`config.mk`:
```
export PLATFORM = sky130hd
export DESIGN_NAME = hazard_scoreboard
export DESIGN_NICKNAME = d
export VERILOG_FILES = /design/src/rtl/hazard_pkg.sv /design/src/rtl/scoreboard_entry.sv /design/src/rtl/hazard_scoreboard.sv
export SDC_FILE = /design/constraint.sdc
export NUM_CORES = 1
export LEC_CHECK = 0
export CORE_AREA = 2 2 219 156
export DETAILED_ROUTE_END_ITERATION = 7
export DIE_AREA = 0 0 221 158
export PLACE_DENSITY_LB_ADDON = 0.2
export REMOVE_ABC_BUFFERS = 1
export SETUP_SLACK_MARGIN = 0.02
export SKIP_LAST_GASP = 1
export SLEW_MARGIN = 20
export SYNTH_ARGS = -nofsm -noshare
export SYNTH_HDL_FRONTEND = slang
export SYNTH_SLANG_ARGS = --single-unit
```
`constraint.sdc`:
```
create_clock -name clk -period 4.96 [get_ports clk]
set_input_delay 0.992 -clock clk [delete_from_list [all_inputs] [get_ports clk]]
set_output_delay 0.992 -clock clk [all_outputs]
set_load 0.01 [all_outputs]
```
`src/rtl/hazard_pkg.sv`:
```
// Shared latency encodings and default widths for the hazard scoreboard.
package hazard_pkg;
    localparam int LAT_NONE = 0;
    localparam int LAT_ALU  = 1;
    localparam int LAT_LOAD = 2;
    localparam int LAT_MUL  = 3;

    localparam int DEF_REG_ADDR_W = 5;
    localparam int DEF_MAX_LAT    = 4;
endpackage

```
`src/rtl/scoreboard_entry.sv`:
```
// One per-register result-ready countdown.
module scoreboard_entry
    import hazard_pkg::*;
#(
    parameter int LAT_W   = 3,
    parameter int MAX_LAT = DEF_MAX_LAT
) (
    input  logic             clk,
    input  logic             rst_n,
    input  logic             set,
    input  logic [LAT_W-1:0] lat,
    output logic [LAT_W-1:0] cnt
);
    localparam logic [LAT_W-1:0] MAX_L = LAT_W'(MAX_LAT);

    logic [LAT_W-1:0] dec;
    logic [LAT_W-1:0] lat_c;
    logic [LAT_W-1:0] nxt;

    always_comb begin
        dec   = (cnt != '0) ? cnt - LAT_W'(1) : '0;
        lat_c = (lat > MAX_L) ? MAX_L : lat;
        // An older, slower producer of the same register must still be waited for.
        if (set) nxt = (dec > lat_c) ? dec : lat_c;
        else     nxt = dec;
    end

    always_ff @(posedge clk) begin
        if (!rst_n) cnt <= '0;
        else        cnt <= nxt;
    end
endmodule

```
`src/rtl/hazard_scoreboard.sv`:
```
// Register-ready scoreboard producing stall, bubble and multi-cycle flush for the ID stage.
module hazard_scoreboard
    import hazard_pkg::*;
#(
    parameter int REG_COUNT   = 32,
    parameter int REG_ADDR_W  = DEF_REG_ADDR_W,
    parameter int MAX_LAT     = DEF_MAX_LAT,
    parameter int LAT_W       = 3,
    parameter int FLUSH_DEPTH = 2,
    parameter int CNT_W       = 32
) (
    input  logic                  clk,
    input  logic                  rst_n,
    input  logic                  issue_valid,
    input  logic                  issue_we,
    input  logic [REG_ADDR_W-1:0] issue_rd,
    input  logic [LAT_W-1:0]      issue_lat,
    input  logic [REG_ADDR_W-1:0] id_rs1,
    input  logic [REG_ADDR_W-1:0] id_rs2,
    input  logic                  use_rs1,
    input  logic                  use_rs2,
    input  logic                  early_use,
    input  logic                  redirect,
    output logic                  pc_write,
    output logic                  ifid_write,
    output logic                  bubble,
    output logic                  flush,
    output logic [REG_COUNT-1:0]  busy_mask,
    output logic [CNT_W-1:0]      stall_count
);
    localparam int FC_W = (FLUSH_DEPTH > 1) ? $clog2(FLUSH_DEPTH) : 1;
    localparam logic [FC_W-1:0] FC_LOAD = FC_W'(FLUSH_DEPTH - 1);

    logic [LAT_W-1:0] cnt [REG_COUNT];
    logic [FC_W-1:0]  flush_cnt;
    logic [LAT_W-1:0] thr;
    logic             haz1, haz2, stall, do_set;

    assign cnt[0]       = '0;
    assign busy_mask[0] = 1'b0;

    for (genvar i = 1; i < REG_COUNT; i++) begin : g_entry
        logic set_i;
        assign set_i = do_set && (issue_rd == REG_ADDR_W'(i));
        scoreboard_entry #(.LAT_W(LAT_W), .MAX_LAT(MAX_LAT)) u_entry (
            .clk   (clk),
            .rst_n (rst_n),
            .set   (set_i),
            .lat   (issue_lat),
            .cnt   (cnt[i])
        );
        assign busy_mask[i] = (cnt[i] != '0);
    end

    // Consumers in EX can take a forwarded value one cycle earlier than ID consumers.
    assign thr    = early_use ? '0 : LAT_W'(1);
    assign haz1   = use_rs1 && (id_rs1 != '0) && (cnt[id_rs1] > thr);
    assign haz2   = use_rs2 && (id_rs2 != '0) && (cnt[id_rs2] > thr);
    assign flush  = redirect || (flush_cnt != '0);
    assign stall  = issue_valid && (haz1 || haz2) && !flush;
    assign do_set = issue_valid && issue_we && (issue_rd != '0) && !stall && !flush;

    always_comb begin
        pc_write   = 1'b1;
        ifid_write = 1'b1;
        bubble     = 1'b0;
        if (stall) begin
            pc_write   = 1'b0;
            ifid_write = 1'b0;
            bubble     = 1'b1;
        end
    end

    always_ff @(posedge clk) begin
        if (!rst_n) begin
            flush_cnt   <= '0;
            stall_count <= '0;
        end else begin
            if (redirect)               flush_cnt <= FC_LOAD;
            else if (flush_cnt != '0)   flush_cnt <= flush_cnt - FC_W'(1);
            if (stall && (stall_count != '1)) stall_count <= stall_count + CNT_W'(1);
        end
    end
endmodule
```
==> results_dict.tcl <==
set metrics [dict create \
    use_met1 0.2645 \
    cp_cell_sequence "clkdlybuf4s50_1, buf_4, mux4_2, mux4_2, mux2i_1, ha_1, nor2_2, o31a_1, o21ai_4, inv_1, dlygate4sd2_1" \
    die_x_um 221 \
    wl_um 31180 \
    ios 94 \
    clock_latency_ns 0.45 \
    rsz0062_at_grt "false" \
    crit_fanout 5 \
    worst_pin_slew_ns 0.9431 \
    netlist_instances 1192 \
    place.detailed.hpwl_um 23130 \
    cp-start-kind "input port" \
    synth-seq-cells 126 \
    critPathMostFrequentCell "mux4_2" \
    synth_top_area_cell "dfxtp_1" \
    rows 56 \
    hold_path_class "reg2reg" \
    syn_area_mm2 0.009751 \
    avgViaCountPerCell 5.226 \
    synthTopCellsByArea "dfxtp_1, ha_1, mux2i_1, mux4_2, nand2_1" \
    comb_power_share 0.117 \
    cts_sinks 126 \
    place_congestion 0.8473 \
    numCtsBuffers 17 \
    diodes 0 \
    grt_use_met2 0.2680 \
    yosysSeqAreaShare 0.2587 \
    required_ns 3.97 \
    yosys_warnings 0 \
    critPathCaptureType "output port" \
    synth.top_cells.by_count "nand2_1, dfxtp_1, nor2_1" \
    synth_ff_type "dfxtp_1" \
    num_vias 9098 \
    die_h_um 158 \
    portBuffers 92 \
    p_leak_uw 0.004928 \
    path_clk_slew_ns 0.06 \
    placed_cells 1702 \
    die-area_mm2 0.03492 \
    grt_start_max_net_pins 47 \
    fin_util 0.3629 \
    synth_edf_count 0 \
    relSlewSlack 0.3700 \
    postRouteAntennaNets 0 \
    post-route-min-period_ns 4.776 \
    synth_cell_types 56 \
    drcViolationCount 0 \
    fin_skew_ns 0.01262 \
    p_int_uw 1914 \
    busiest_layer "met2" \
    pwr-share-clk 0.494 \
    syn_avg_cell_area_um2 8.180 \
    grtUsageMet3 0.03656 \
    synthArstFlopShare 0 \
    final_layout_size_suffix_gt1_frac 0.1309 \
    fmax_ghz 0.2094 \
    switchingPower_uw 691.6 \
    grt_pass1_wl_um 49010 \
    critical_path_arrival_ns 3.78 \
    hold_buffers 0 \
    cp_num_buf_inv 4 \
    yosys.area.top_type_share 0.2587 \
    fin_nets 1417 \
    clockBufferDepth 2 \
    root_buffer "clkbuf_16" \
    antenna_found_initial 0 \
    layout.cells.non_filler 1741 \
    grt_overflow 0 \
    core-area_mm2 0.03300 \
    slowest_delay_ns 0.60 \
    tritoncts "built" \
    fin_crit_sh 0.9629 \
    power_density_mw_per_mm2 217.5 \
    finalPower_uw 2606 \
    switching_share 0.2654 \
    power.sequential.fraction 0.390 \
    finalHoldViolCount 0 \
    firstDrtPassIters 5 \
    run_status "complete, no violations" \
    n_fill_cell 3361 \
    wire_per_inst_um 17.91 \
    yosysMostFrequentCell "nand2_1" \
    slowest_stage "clkdlybuf4s50_1" \
    setup_viol 0 \
    track_usage 0.1811 \
    area_delta_synth_final_pct 22.84 \
    peakVddDrop_mv 0.1725 \
    crit_family "buffers and inverters" \
    first_iter_violations 689 \
    start_util 0.2955 \
    crit_type "in2out" \
    cap_violations 0 \
    htree_levels 4 \
    finalMaxSlewViolations 0 \
    grt_pass1_vias 8557 \
]
-- worst paths after layout --
kind                             start                          to  slack, ns  cells after the start
max                          id_rs1[1]                      bubble       0.18                     11
min                    stall_count[23]             stall_count[23]       0.49                      2
max reg2reg  g_entry[7].u_entry.cnt[0]  g_entry[22].u_entry.cnt[2]       1.19                     10
min reg2reg            stall_count[23]             stall_count[23]       0.49                      2
-- cells in the final DEF (no fill, tap or decap), drive strengths merged, types with 54 or more instances in the layout --
| cell type | n |
|---|---|
| ha | 98 |
| mux2i | 79 |
| nor2 | 114 |
| or3 | 57 |
| nor2b | 54 |
| clkdlybuf4s50 | 86 |
| a21oi | 59 |
| nand2 | 172 |
| dfxtp | 126 |
-- what timing repair did --
item / 4_1_cts / 5_1_grt
pin swaps: 3 / 2
setup endpoints to repair: 3 / 3
cloned: 0 / 2
setup buffers: 4 / 1
resized for setup: 4 / 8
-- cell families (layout without fill, tap and decap cells) --
kind of cell | Yosys count | in the layout | synth area share
other cells | 1 | 1 | 0.0003846
xor+xnor | 1 | 1 | 0.0008984
fa+ha+maj | 98 | 98 | 0.1258
mux | 110 | 110 | 0.1504
simple gates | 585 | 585 | 0.3055
compound gates | 184 | 184 | 0.1200
flops | 126 | 126 | 0.2587
buf+inv | 87 | 201 | 0.03837
-- power by group through the flow --
stage / clock network (µW) / logic (µW) / registers [µW]
after floorplan: 0 / 149 / 1040
after global placement: 0 / 292 / 1040
after detailed placement: 0 / 295 / 1040
after CTS: 1320 / 298 / 1010
after global routing: 1370 / 335 / 1010
final: 1290 / 304 / 1020
-- cell type report --
cell class,instances,area (µm²),share of cell area
clock inverter,10,112.6,0.009401
inverter,30,112.6,0.009401
tap,435,544.3,0.04544
multi-input combinational,979,6873,0.5738
timing repair buffer,139,1339,0.1118
sequential,126,2522,0.2106
clock buffer,22,474.2,0.03959
-- routing by layer --
layer / part of all wire / up-vias
met2: 0.42 / 211
li1: - / 4523
met5: 0 / -
met1: 0.51 / 4335
met4: 0.015 / 0
met3: 0.050 / 29
-- registers in the layout, summed over array words and instances, names as in the netlist --
signal and count:
g_entry.u_entry.cnt 93, flush_cnt 1, stall_count 32
-- worst reg2reg max path: cells and delay by family, from the launching register on --
family	cells	cell delay (ns)
AND/OR/NAND/NOR	3	1.13
multiplexers	4	1.35
flip-flops	1	0.41
adder cells (fa/ha/maj)	1	0.17
AO/OA/AOI/OAI	1	0.32
buffers and inverters	1	0.25
-- stage by stage --
stage                     setup slack [ns]  hold slack [ns]  TNS (ns)  area, µm²
after floorplan                     0.3352           0.5000         0       9489
after global placement             -0.2516           0.4836    -2.255      11300
after detailed placement           -0.2690           0.4876    -1.694      11300
after CTS                         -0.05966           0.4934   -0.1132      11920
after global routing               0.03769           0.5224         0      11980
final                               0.1838           0.4928         0      11980
Power figures use the tool's default switching activity.
==> variant 1, RTL diff (config.mk and constraints unchanged) <==
Set the parameter `REG_COUNT` to 16 (it was 32).
--- a/src/rtl/hazard_scoreboard.sv
+++ b/src/rtl/hazard_scoreboard.sv
@@ -3,5 +3,5 @@
     import hazard_pkg::*;
 #(
-    parameter int REG_COUNT   = 32,
+    parameter int REG_COUNT   = 16,
     parameter int REG_ADDR_W  = DEF_REG_ADDR_W,
     parameter int MAX_LAT     = DEF_MAX_LAT,
Interface: changed (resized busy_mask); port bits go from 94 to 78. The function was not compared with the original's and may differ.
==> variant 1 against the unedited design <==
Wire length shrank 33%. Area after synthesis is 39% lower. Sequential cell count shrank 48. Sequential share of layout area shrank 0.80 points. Cell area down 36%. Register-to-register slack improved by 0.29 ns. Worst setup slack lost 0.13 ns. Synthesized cell count fell by 40%. Power fell by 41%. Count of clock-buffer cells in the layout decreased by 12. Non-clock buffer count is 27 lower. Critical path type unchanged. Highest routed layer unchanged.
==> variant 1: results (changes against the unedited design) <==
metric,value,unit,change
status,"complete, no violations",,unchanged
synth_cell_types,57,,was 56
port_buffers,76,,was 92
use_met3,0.02097,,was 0.03656
dp_slack,-0.2251,ns,was -0.2690 ns
met2WireLength,8623,um,was 13160 um
grtUsageMet2,0.1771,,was 0.2680
crit_arrival,3.91,ns,was 3.78 ns
fin_nets,884,,was 1417
regArea,1562,um^2,was 2522 um^2
wl,20930,um,was 31180 um
yosys.area_share.xor_xnor,0.004417,,was 0.0008982
fin_cells,1248,,was 1741
fill_cells,3627,,was 3361
p_clk_frac,0.448,,was 0.494
grt_max_degree,38,,was 47
cts_max_level,3,,was 4
power_clock,0.687,mW,was 1.29 mW
first_global_vias,5192,,was 8557
ir_worst_vdd,0.0001069,V,was 0.0001725 V
wl_met1,11390,um,was 16010 um
largestRegisters,"g_entry.u_entry.cnt (45), stall_count (32), flush_cnt (1)",,"was g_entry.u_entry.cnt (93), stall_count (32), flush_cnt (1)"
reg2regPathDepth,12,,was 10
gp_congestion,0.8406,,was 0.8473
drt_iter0_markers,319,,was 689
seq_power_share,0.410,,was 0.390
synth_compound_area_frac,0.09592,,was 0.1200
## variant 1: cell types whose count changed after synthesis, moves of 33 or more
cell / change
or3_1: -33
nand2_1: -54
a21oi_1: -40
nor2_1: -74
ha_1: -48
dfxtp_1: -48
## variant 1: area by class of cell
type,count,area share
Inverter,26,0.01266
Multi-Input combinational cell,581,0.5394
Timing Repair Buffer,112,0.1368
Antenna cell,1,0.0003246
Tap cell,435,0.07061
Clock inverter,5,0.007953
Sequential cell,78,0.2026
Clock buffer,10,0.02970
## variant 1: what timing repair did
| action | 4_1_cts | 5_1_grt |
|---|---|---|
| setup endpoints to repair | 3 | 3 |
| pin swaps | 1 | 0 |
| gates resized for setup | 2 | 3 |
| hold endpoints to repair | 0 | 0 |
| setup buffers | 0 | 1 |
| gates cloned | 0 | 0 |
## variant 1: worst paths after layout
path	endpoint	slack, ns
max reg2reg	g_entry[3].u_entry.cnt[1]	1.48
min reg2reg	stall_count[11]	0.49
max	bubble	0.06
min	stall_count[11]	0.49
==> variant 2, RTL diff (config.mk and constraints unchanged) <==
Without the edit above. Make the reset (`rst_n`) asynchronous in 2 clocked blocks.
--- a/src/rtl/scoreboard_entry.sv
+++ b/src/rtl/scoreboard_entry.sv
@@ -26,5 +26,5 @@
     end
 
-    always_ff @(posedge clk) begin
+    always_ff @(posedge clk or negedge rst_n) begin
         if (!rst_n) cnt <= '0;
         else        cnt <= nxt;
--- a/src/rtl/hazard_scoreboard.sv
+++ b/src/rtl/hazard_scoreboard.sv
@@ -72,5 +72,5 @@
     end
 
-    always_ff @(posedge clk) begin
+    always_ff @(posedge clk or negedge rst_n) begin
         if (!rst_n) begin
             flush_cnt   <= '0;
Function: changed (a bounded check fails within 4 cycles, from zero or initial values and one cycle with rst_n low; the reset may be asserted at any time).
==> variant 2 against the unedited design <==
Sequential cell count did not move. Count of clock-buffer cells in the layout fell by 3. Largest power group unchanged. Wire length fell by 0.11%. Cell area rose by 3.0%. Worst hold slack got worse by 0.0020 ns. Highest routed layer unchanged. Power rose by 6.2%. Sequential share of layout area rose by 4.5 points. Area after synthesis rose by 2.3%. Sequential power rose by 5%. Worst setup slack got worse by 0.042 ns.
==> variant 2: results (changes against the unedited design) <==
metric,value,unit,change
use_met3,0.04009,,was 0.03656
grt_pass1_wl,48620,um,was 49010 um
yosysSeqAreaShare,0.3162,,was 0.2587
met2WireLength,13550,um,was 13160 um
intPower,1.972,mW,was 1.914 mW
min_path_cells,1,,was 2
dp_slack,-0.4576,ns,was -0.2690 ns
met3WireLength,1490,um,was 1555 um
crit_arrival,3.83,ns,was 3.78 ns
clock_skew,0.01563,ns,was 0.01262 ns
reg2regPathDepth,12,,was 10
drive_above_1_share,0.1934,,was 0.1309
ir_worst_vdd,0.0001891,V,was 0.0001725 V
wl_per_cell,19.35,um,was 17.91 um
crit_path_max_incr_delay,0.49,ns,was 0.60 ns
fin_nets,1285,,was 1417
wl_met1,15820,um,was 16010 um
p_leak,5.769,nW,was 4.928 nW
fill_cells,3295,,was 3361
wl,31150,um,was 31180 um
synth.avg_cell_area,9.652,um^2,was 8.180 um^2
synth_cell_types,61,,was 56
vias_per_cell,5.139,,was 5.226
gp_congestion,0.8341,,was 0.8473
use_met1,0.2628,,was 0.2645
crit_family,multiplexers,,was buffers and inverters
relSlewSlack,0.3217,,was 0.3700
grtUsageTotal,0.1818,,was 0.1811
drt_iter0_markers,499,,was 689
async_flop_share,1.000,,was 0
status,"complete, no violations",,unchanged
synth.area.top_cells,"dfrtp_1 32%, ha_1 12%, mux4_2 4.7%",,"was dfxtp_1 26%, ha_1 13%, mux2i_1 8.1%"
==> variant 2: path summary, 6_finish.rpt <==
kind / slack, ns / to / from
min in group asynchronous: 0.67 / stall_count[6] / rst_n
worst min register to register: 0.49 / stall_count[20] / stall_count[20]
worst min-delay path: 0.49 / stall_count[20] / stall_count[20]
worst max register to register: 1.03 / g_entry[26].u_entry.cnt[2] / g_entry[15].u_entry.cnt[0]
worst max-delay path: 0.14 / bubble / id_rs2[0]
max in group asynchronous: 3.25 / g_entry[23].u_entry.cnt[2] / rst_n
==> variant 2: kinds of logic after synthesis <==
family,Yosys count,share of synthesized area
flops,126,0.3162
simple gates,443,0.2461
other cells,1,0.0003761
compound gates,145,0.09750
mux,116,0.1580
fa+ha+maj,98,0.1230
buf+inv,73,0.03162
xor+xnor,31,0.02723
==> variant 2: cell type report <==
class	instances	area [um^2]	share of cell area
Antenna cell	1	2.502	0.0002029
Clock buffer	19	442.9	0.03592
Clock inverter	13	140.1	0.01136
Inverter	35	131.4	0.01065
Multi-Input combinational cell	834	6519	0.5286
Sequential cell	126	3153	0.2557
Tap cell	435	544.3	0.04414
Timing Repair Buffer	147	1399	0.1134
==> variant 2: what timing repair did <==
item	4_1_cts	5_1_grt
gates resized for setup	11	1
gates cloned	0	0
buffers inserted	4	0
pin swaps	1	1
endpoints found under the setup margin	3	3
==> variant 2: power by group through the flow <==
stage          Clock [mW]  Combinational [mW]  Sequential, mW
2_1_floorplan           0               0.190            1.09
3_3_place_gp            0               0.417            1.09
3_5_place_dp            0               0.421            1.09
4_1_cts              1.31               0.427            1.07
5_1_grt              1.35               0.468            1.07
6_report             1.28               0.422            1.07
